<file path="config.mk">
export PLATFORM = sky130hd
export DESIGN_NAME = uart_tx_arbiter_flat
export DESIGN_NICKNAME = d
export VERILOG_FILES = /design/src/rtl/uart_tx_arbiter_if.sv /design/src/rtl/uart_tx_arbiter.sv /design/src/flat_wrapper.sv
export SDC_FILE = /design/constraint.sdc
export NUM_CORES = 1
export LEC_CHECK = 0
export CAP_MARGIN = 0
export CORE_MARGIN = 2
export CORE_UTILIZATION = 35
export CTS_BUF_LIST = sky130_fd_sc_hd__clkbuf_8
export CTS_CLUSTER_DIAMETER = 40
export DETAILED_ROUTE_END_ITERATION = 7
export GPL_TIMING_DRIVEN = 0
export PLACE_DENSITY = 0.55
export SLEW_MARGIN = 20
export SYNTH_ARGS = -nofsm -noshare
export SYNTH_HDL_FRONTEND = slang
export SYNTH_SLANG_ARGS = --single-unit
</file>
<file path="constraint.sdc">
create_clock -name clk -period 1.8 [get_ports clk]
set_clock_uncertainty 0.2 [all_clocks]
set_input_delay 0.36 -clock clk [delete_from_list [all_inputs] [get_ports clk]]
set_output_delay 0.36 -clock clk [all_outputs]
set_load 0.01 [all_outputs]
</file>
<file path="src/rtl/uart_tx_arbiter_if.sv">
// Requester/UART-side signal bundle for the shared UART transmitter arbiter.
interface uart_tx_arbiter_if #(
  parameter int NUM_REQ = 2
);
  logic [NUM_REQ-1:0]   req;
  logic [8*NUM_REQ-1:0] req_data;
  logic [NUM_REQ-1:0]   req_last;
  logic [NUM_REQ-1:0]   req_ack;
  logic [NUM_REQ-1:0]   grant;
  logic                 trmt;
  logic [7:0]           tx_data;
  logic                 tx_done;
  logic                 busy;
  logic                 timeout_err;

  modport master (
    output req, req_data, req_last, tx_done,
    input  req_ack, grant, trmt, tx_data, busy, timeout_err
  );

  modport slave (
    input  req, req_data, req_last, tx_done,
    output req_ack, grant, trmt, tx_data, busy, timeout_err
  );
endinterface

</file>
<file path="src/rtl/uart_tx_arbiter.sv">
// Packet-locked round-robin sharing of one UART transmitter between NUM_REQ
// byte-stream requesters, with forced release on MAX_PKT bytes or tx_done timeout.
module uart_tx_arbiter #(
  parameter int NUM_REQ    = 2,
  parameter int MAX_PKT    = 64,
  parameter int TX_TIMEOUT = 200000
) (
  input  logic             clk,
  input  logic             rst,
  uart_tx_arbiter_if.slave bus
);
  localparam int CW = $clog2(MAX_PKT + 1);
  localparam int TW = $clog2(TX_TIMEOUT);

  typedef enum logic [1:0] {IDLE, LOAD, SEND} state_t;

  state_t             r_state, w_state_next;
  logic [NUM_REQ-1:0] r_rr, w_rr_next;
  logic [NUM_REQ-1:0] r_grant, w_grant_next;
  logic [NUM_REQ-1:0] r_req_ack, w_req_ack_next;
  logic               r_trmt, w_trmt_next;
  logic [7:0]         r_tx_data, w_tx_data_next;
  logic               r_busy, w_busy_next;
  logic               r_timeout_err, w_timeout_err_next;
  logic [CW-1:0]      r_byte_cnt, w_byte_cnt_next;
  logic [TW-1:0]      r_timer, w_timer_next;
  logic               r_last, w_last_next;

  logic [NUM_REQ-1:0] w_hi, w_pick, w_rot;
  logic               w_g_req, w_g_last;
  logic [7:0]         w_g_data;
  logic [7:0][NUM_REQ-1:0] w_col;

  // The round-robin pointer is kept one-hot: requests at or above it are
  // preferred, otherwise the lowest request wins (wrap-around).
  assign w_hi   = bus.req & ~(r_rr - NUM_REQ'(1));
  assign w_pick = (|w_hi) ? (w_hi & (~w_hi + NUM_REQ'(1)))
                          : (bus.req & (~bus.req + NUM_REQ'(1)));
  assign w_rot  = (r_grant << 1) | (r_grant >> (NUM_REQ - 1));

  assign w_g_req  = |(bus.req & r_grant);
  assign w_g_last = |(bus.req_last & r_grant);

  // Grant is one-hot, so the owner's byte is an AND-OR mux per bit column.
  for (genvar gi = 0; gi < NUM_REQ; gi++) begin : g_req
    for (genvar gb = 0; gb < 8; gb++) begin : g_bit
      assign w_col[gb][gi] = bus.req_data[8*gi+gb] & r_grant[gi];
    end
  end
  for (genvar gi = 0; gi < 8; gi++) begin : g_data
    assign w_g_data[gi] = |w_col[gi];
  end

  always_comb begin
    w_state_next       = r_state;
    w_rr_next          = r_rr;
    w_grant_next       = r_grant;
    w_req_ack_next     = '0;
    w_trmt_next        = 1'b0;
    w_tx_data_next     = r_tx_data;
    w_timeout_err_next = 1'b0;
    w_byte_cnt_next    = r_byte_cnt;
    w_timer_next       = r_timer;
    w_last_next        = r_last;
    case (r_state)
      IDLE: begin
        if (|bus.req) begin
          w_grant_next    = w_pick;
          w_byte_cnt_next = '0;
          w_state_next    = LOAD;
        end
      end
      LOAD: begin
        if (w_g_req) begin
          w_tx_data_next  = w_g_data;
          w_trmt_next     = 1'b1;
          w_req_ack_next  = r_grant;
          w_last_next     = w_g_last | (r_byte_cnt == CW'(MAX_PKT - 1));
          w_byte_cnt_next = r_byte_cnt + CW'(1);
          w_timer_next    = '0;
          w_state_next    = SEND;
        end
      end
      SEND: begin
        w_timer_next = r_timer + TW'(1);
        if (bus.tx_done) begin
          if (r_last) begin
            w_grant_next = '0;
            w_rr_next    = w_rot;
            w_state_next = IDLE;
          end else begin
            w_state_next = LOAD;
          end
        end else if (r_timer == TW'(TX_TIMEOUT - 1)) begin
          w_timeout_err_next = 1'b1;
          w_grant_next       = '0;
          w_rr_next          = w_rot;
          w_state_next       = IDLE;
        end
      end
      default: w_state_next = IDLE;
    endcase
    w_busy_next = (w_state_next != IDLE);
  end

  always_ff @(posedge clk or posedge rst) begin
    if (rst) begin
      r_state       <= IDLE;
      r_rr          <= NUM_REQ'(1);
      r_grant       <= '0;
      r_req_ack     <= '0;
      r_trmt        <= 1'b0;
      r_tx_data     <= '0;
      r_busy        <= 1'b0;
      r_timeout_err <= 1'b0;
      r_byte_cnt    <= '0;
      r_timer       <= '0;
      r_last        <= 1'b0;
    end else begin
      r_state       <= w_state_next;
      r_rr          <= w_rr_next;
      r_grant       <= w_grant_next;
      r_req_ack     <= w_req_ack_next;
      r_trmt        <= w_trmt_next;
      r_tx_data     <= w_tx_data_next;
      r_busy        <= w_busy_next;
      r_timeout_err <= w_timeout_err_next;
      r_byte_cnt    <= w_byte_cnt_next;
      r_timer       <= w_timer_next;
      r_last        <= w_last_next;
    end
  end

  assign bus.grant       = r_grant;
  assign bus.req_ack     = r_req_ack;
  assign bus.trmt        = r_trmt;
  assign bus.tx_data     = r_tx_data;
  assign bus.busy        = r_busy;
  assign bus.timeout_err = r_timeout_err;
endmodule

</file>
<file path="src/flat_wrapper.sv">
// flat-port wrapper written by rule: the top's interface ports become plain ports
module uart_tx_arbiter_flat 
#(
  parameter int NUM_REQ    = 2,
  parameter int MAX_PKT    = 64,
  parameter int TX_TIMEOUT = 200000
)
  (clk, rst, bus_req, bus_req_data, bus_req_last, bus_tx_done, bus_req_ack, bus_grant, bus_trmt, bus_tx_data, bus_busy, bus_timeout_err);
  uart_tx_arbiter_if #(.NUM_REQ(NUM_REQ)) bus_i ();
  input  logic clk;
  input  logic rst;
  input wire logic [$bits(bus_i.req)-1:0] bus_req;
  input wire logic [$bits(bus_i.req_data)-1:0] bus_req_data;
  input wire logic [$bits(bus_i.req_last)-1:0] bus_req_last;
  input wire logic [$bits(bus_i.tx_done)-1:0] bus_tx_done;
  output wire logic [$bits(bus_i.req_ack)-1:0] bus_req_ack;
  output wire logic [$bits(bus_i.grant)-1:0] bus_grant;
  output wire logic [$bits(bus_i.trmt)-1:0] bus_trmt;
  output wire logic [$bits(bus_i.tx_data)-1:0] bus_tx_data;
  output wire logic [$bits(bus_i.busy)-1:0] bus_busy;
  output wire logic [$bits(bus_i.timeout_err)-1:0] bus_timeout_err;
  assign bus_i.req = bus_req;
  assign bus_i.req_data = bus_req_data;
  assign bus_i.req_last = bus_req_last;
  assign bus_i.tx_done = bus_tx_done;
  assign bus_req_ack = bus_i.req_ack;
  assign bus_grant = bus_i.grant;
  assign bus_trmt = bus_i.trmt;
  assign bus_tx_data = bus_i.tx_data;
  assign bus_busy = bus_i.busy;
  assign bus_timeout_err = bus_i.timeout_err;
  uart_tx_arbiter #(.NUM_REQ(NUM_REQ), .MAX_PKT(MAX_PKT), .TX_TIMEOUT(TX_TIMEOUT)) u_core (.clk(clk), .rst(rst), .bus(bus_i));
endmodule
</file>
==> results of run 1 <==
[cell type report]
class | instances | area [um^2] | area share (%)
plain buffers | 9 | 60.06 | 2.021
clock inverters | 2 | 35.03 | 1.179
flip-flops and latches | 45 | 1130 | 38.02
repair buffers | 40 | 427.9 | 14.40
clock buffers | 5 | 68.82 | 2.316
multi-input cells | 170 | 1131 | 38.06
well taps | 77 | 96.34 | 3.242
inverters | 6 | 22.52 | 0.7579
[metrics by stage]
stage	instance area (um^2)	utilization (%)
6_report	2972	46.53
5_1_grt	2972	46.53
4_1_cts	2930	45.89
3_5_place_dp	2806	43.95
3_3_place_gp	2779	43.51
2_1_floorplan	2312	-
[metal layers]
layer | GRT usage, % | vias up | part of all wire, % | wire length [um]
met2 | 23.44 | 40 | 44 | 2316
met3 | 3.210 | 2 | 4.5 | 241
li1 | - | 943 | - | -
met5 | 0 | - | 0 | 0
met4 | 4.906 | 0 | 0.77 | 41
met1 | 22.50 | 896 | 51 | 2708
[power by group]
| group | internal (uW) | switching [uW] |
|---|---|---|
| Combinational | 701 | 843 |
| Clock | 404 | 345 |
| Sequential | 1240 | 156 |
| Total | 2350 | 1340 |
[state kept, by name, summed over array words and instances, names as in the netlist, 2 cells and up]
name                count
u_core.bus.req_ack      2
u_core.r_state          2
u_core.r_rr             2
u_core.r_timer         18
u_core.bus.grant        2
u_core.bus.tx_data      8
u_core.r_byte_cnt       7
[logic make-up (layout without fill, tap and decap cells)]
logic type	count (synthesis)	in the layout	share of synthesized area [%]
adder cells (fa/ha/maj)	2	2	1.082
buffers and inverters	15	62	3.463
flip-flops	45	45	48.76
AO/OA/AOI/OAI	54	54	15.69
AND/OR/NAND/NOR	102	102	26.03
multiplexers	8	8	3.463
XOR/XNOR	4	4	1.515
[worst register-to-register path: stages, from the launching register on]
cell     delay [ps]
dfrtp_2         420
buf_4           160
a22o_4          290
nand2_8         100
inv_2            50
buf_2           180
nor2_1          100
nor2_1           50
[worst min-delay path by stage]
| stage | endpoint | slack (ps) | cells after the start |
|---|---|---|---|
| floorplan | u_core.bus.timeout_err$_DFF_PP0_ | 230 | 1 |
| global placement | u_core.r_timer[17]$_DFFE_PP0P_ | 280 | 1 |
| detailed placement | u_core.r_timer[17]$_DFFE_PP0P_ | 270 | 1 |
| CTS | u_core.bus.tx_data[1]$_DFFE_PP0P_ | 260 | 2 |
| global route | u_core.bus.tx_data[1]$_DFFE_PP0P_ | 280 | 2 |
| finish | u_core.bus.tx_data[1]$_DFFE_PP0P_ | 230 | 2 |
[repair_timing]
action	in CTS	in global routing
gates resized for setup	3	11
setup endpoints to repair	5	29
gates cloned	0	0
setup buffers	2	0
[synth_stat cells (all sizes together) (3+ instances only)]
master  count  area [um^2]
a21oi       4        23.77
a221oi      9        78.83
a32oi       3        26.28
and3        6        43.79
buf         7        50.05
dfrtp      44         1101
inv         6        22.52
mux2i       8        80.08
nand2      30        127.6
nand3      14        70.07
nand4       7        43.79
nor2       25        93.84
nor4b       3        53.80
o211ai      4        30.03
o21ai      22        110.1
o31ai       5        37.54
==> flow_metrics.tcl, run 1 <==
set metrics [dict create \
    status "finished, final reports clean" \
    clockRootBuffer "clkbuf_8" \
    routed_wl_mm 5.307 \
    drv_slew 0 \
    synth_cell_types 51 \
    path_clk_slew_ps 90 \
    cp-start-kind "flop" \
    ctsHoldBuffers 0 \
    max_freq_ghz 0.5682 \
    ant_nets 0 \
    hold_viol 0 \
    cts_buffer_depth 2 \
    ios 38 \
    cpMaxStageDelayCell "clkdlybuf4s50_1" \
    start_util_pct 36.21 \
    crit_chain "clkdlybuf4s50_1" \
    crit_family "buffers and inverters" \
    drc_errors 0 \
    rows 29 \
    cpPeakStageDelay_ps 530 \
    fillCellCount 625 \
    syn_area_um2 2312 \
    rsz0062_at_grt "no" \
    leakage_uw 0.001320 \
    antenna_found_initial 0 \
    power_density_nw_per_um2 1243 \
    first_global_vias 1869 \
    final_cell_mix "dfrtp_1, clkdlybuf4s50_1, nand2_1" \
    endpoint_kind "output port" \
    setup_ws_ps 40.19 \
    firstDrtPassIters 4 \
    tns_ps 0 \
    die_x_um 85.28 \
    hold_class "in -> async" \
    place_ws_ps -328.5 \
    syn_area_per_cell_um2 10.05 \
    arrival_ps 1200 \
    yosys_warnings 0 \
    num_antenna_cells 0 \
    async_flop_share_pct 100.0 \
    critPathMaxFanout 2 \
    holdWs_ps 228.9 \
    crit_type "reg -> out" \
    ys.flop_type "dfrtp_1" \
    cp.depth 1 \
    gp_congestion 0.7986 \
    wl_per_cell_um 14.99 \
    die_h_um 85.28 \
    clk_latency_ps 290 \
    vdd_drop_max_uv 1040 \
    r2r_slack_ps 120 \
    cts_tree "built" \
    grt_usage_pct 15.56 \
    crit_buf_inv 1 \
    reg2reg_to "u_core.bus.tx_data[3]$_DFFE_PP0P_" \
    max_cap_violations 0 \
    areaGrowthSynthToFinish_pct 28.52 \
    cts_buffers 5 \
    viasPerCell 5.314 \
    timing.rr.start "u_core.bus.grant[0]$_DFFE_PP0P_" \
    hpwl_mm 3.852 \
    post-route-min-period_ps 1760 \
    p_total_uw 3693 \
    setup_violations 0 \
    synth_seq_area_share_pct 48.76 \
    drive_gt1_share_pct 14.80 \
    io_buffers 37 \
    synth_nets 255 \
    nets 302 \
    synth-edff-count 0 \
    tightest_slew_ps 602.5 \
    synth_cells 230 \
    cp.required_ps 1240 \
    max_slew_margin_pct 59.41 \
    grt_max_degree 25 \
    grt_pass1_wl_mm 9.135 \
    place_inst 345 \
    cp-startpoint "u_core.bus.grant[1]$_DFFE_PP0P_" \
    drtIter0Drc 69 \
    period_share_pct 97.77 \
    cts_max_level 2 \
    layoutNonFillerInstCount 354 \
    final_common_cell "dfrtp_1" \
    synth_seq_cells 45 \
    reg2regPathDepth 7 \
    die_area_um2 7273 \
    cts.sinks 45 \
    coreArea_um2 6386 \
    via_count 1881 \
    crit_end "bus_grant[1]" \
    grt_remaining_overflow 0 \
]
No activity file was read; power rests on OpenSTA's default activity.
==> inputs of run 2 (changes only) <==
--- a/config.mk
+++ b/config.mk
@@ -8,7 +8,7 @@
 export CAP_MARGIN = 0
 export CORE_MARGIN = 2
 export CORE_UTILIZATION = 35
-export CTS_BUF_LIST = sky130_fd_sc_hd__clkbuf_8
+export CTS_BUF_LIST = sky130_fd_sc_hd__clkbuf_4
 export CTS_CLUSTER_DIAMETER = 40
 export DETAILED_ROUTE_END_ITERATION = 7
 export GPL_TIMING_DRIVEN = 0
==> run 2 against run 1 <==
Effect of this change: count of clock-buffer cells in the layout unchanged; clock power down 17%; sequential cell count unchanged; die area unchanged; via count down 0.43%; utilization down 0.98 points; hold slack worse by 71 ps; critical path type is now reg -> reg.
==> flow_metrics.tcl, run 2 (same netlist as run 1, synthesis figures left out) <==
set metrics [dict create \
    crit_buf_inv 0 \
    max_slew_margin_pct 58.74 \
    grt_pass1_wl_mm 9.135 \
    arrival_ps 1730 \
    nets 302 \
    holdWs_ps 157.5 \
    reg2regPathDepth 5 \
    start_util_pct 36.21 \
    hold_viol 0 \
    max_cap_violations 0 \
    path_common_cell "nand4_1" \
    wl_per_cell_um 14.99 \
    tightest_slew_ps 612.5 \
    vdd_drop_max_uv 1013 \
    num_antenna_cells 0 \
    grt_max_degree 25 \
    die_h_um 85.28 \
    endpoint_kind "flop" \
    multiInputGateArea_um2 1131 \
    rows 29 \
    first_global_vias 1841 \
    coreArea_um2 6386 \
    via_count 1873 \
    layoutNonFillerInstCount 354 \
    top_usage_layer "met2" \
    cp.required_ps 1850 \
    period_share_pct 93.42 \
    critPathMaxFanout 7 \
    status "finished, final reports clean" \
    viasPerCell 5.291 \
    p_total_uw 3472 \
    place_inst 345 \
    areaGrowthSynthToFinish_pct 25.81 \
    gp_congestion 0.7986 \
    grt_usage_pct 15.50 \
    hpwl_mm 3.852 \
    grt.met3_usage_pct 3.016 \
    path_clk_slew_ps 140 \
    final_common_cell "dfrtp_1" \
    die_x_um 85.28 \
    crit_type "reg -> reg" \
    largest_register_ffs 18 \
    max_freq_ghz 0.5947 \
    post-route-min-period_ps 1682 \
    cts_buffer_depth 2 \
    die_area_um2 7273 \
    firstDrtPassIters 4 \
    grtUsageMet2_pct 23.15 \
    final_cell_mix "dfrtp_1, nand2_1, nor2_1" \
    drv_slew 0 \
    cts.sinks 45 \
    crit_family "simple AND/OR/NAND/NOR gates" \
    grtUsageMet1_pct 22.68 \
    cts_tree "built" \
    setup_ws_ps 118.5 \
    cpMaxStageDelayCell "dfrtp_1" \
    drtIter0Drc 79 \
    setup_violations 0 \
    place_ws_ps -328.5 \
    drc_errors 0 \
    clk_latency_ps 350 \
    cpPeakStageDelay_ps 420 \
    utilization_pct 45.55 \
    grt_remaining_overflow 0 \
    ctsHoldBuffers 0 \
    power_density_nw_per_um2 1193 \
    clockRootBuffer "clkbuf_4" \
    ant_nets 0 \
    cp-start-kind "flop" \
    routed_wl_mm 5.308 \
    drive_gt1_share_pct 14.80 \
    cp.depth 5 \
    io_buffers 37 \
    ff_latch_area_um2 1130 \
    hold_class "in -> async" \
    cts_buffers 5 \
    leakage_uw 0.001293 \
    cts_max_level 2 \
    regMostFlops "u_core.r_timer" \
    antenna_found_initial 0 \
    crit_chain "ha_2 > nand4_1 > nor3_2 > nand4_1 > mux2i_1" \
    fillCellCount 636 \
    rsz0062_at_grt "no" \
    ios 38 \
]
run 2: cell count changes in the layout (fill, tap and decap cells not counted), sizes merged:
cell / delta
buf: -1
clkbuf: +1
clkdlybuf4s50: -10
dlygate4sd2: +15
dlymetal6s2s: -5
run 2: area by class of cell:
cell class	instances	share of cell area, %
Multi-Input combinational cell	170	38.88
Sequential cell	45	38.84
Timing Repair Buffer	40	13.63
Tap cell	77	3.312
Buffer	9	2.065
Clock buffer	5	1.290
Clock inverter	2	1.204
Inverter	6	0.7742
run 2: final timing paths:
check | from | end | slack, ps
max | u_core.r_timer[0]$_DFFE_PP0P_ | u_core.r_timer[14]$_DFFE_PP0P_ | 120
min | rst | u_core.bus.tx_data[1]$_DFFE_PP0P_ | 160
max reg2reg | u_core.r_timer[0]$_DFFE_PP0P_ | u_core.r_timer[14]$_DFFE_PP0P_ | 120
min reg2reg | u_core.r_timer[17]$_DFFE_PP0P_ | u_core.r_timer[17]$_DFFE_PP0P_ | 290
max in group asynchronous | rst | u_core.r_byte_cnt[2]$_DFFE_PP0P_ | 740
min in group clk | bus_req[0] | u_core.bus.grant[0]$_DFFE_PP0P_ | 280
run 2: worst register-to-register path, cell delays in order (launching register included):
cell and delay (ps):
dfrtp_1 420, ha_2 300, nand4_1 120, nor3_2 250, nand4_1 160, mux2i_1 140
run 2: routing by layer:
layer	part of all wire [%]	vias to the layer above
met5	0	-
met1	51	887
met3	4.4	5
met4	1.1	0
li1	-	941
met2	43	40
run 2: metrics by stage:
stage | TNS, ps | area (um^2)
after floorplan | 0 | 2312
after global placement | -44870 | 2779
after detailed placement | -9149 | 2806
after CTS | 0 | 2878
after global routing | 0 | 2909
final | 0 | 2909
run 2: where the power goes:
group	switching [uW]	internal (uW)
Combinational	843	615
Sequential	152	1240
Clock	336	283
run 2: timing repair:
item | CTS | global route
buffers inserted | 2 | 0
endpoints found under the setup margin | 15 | 19
resized for setup | 17 | 7
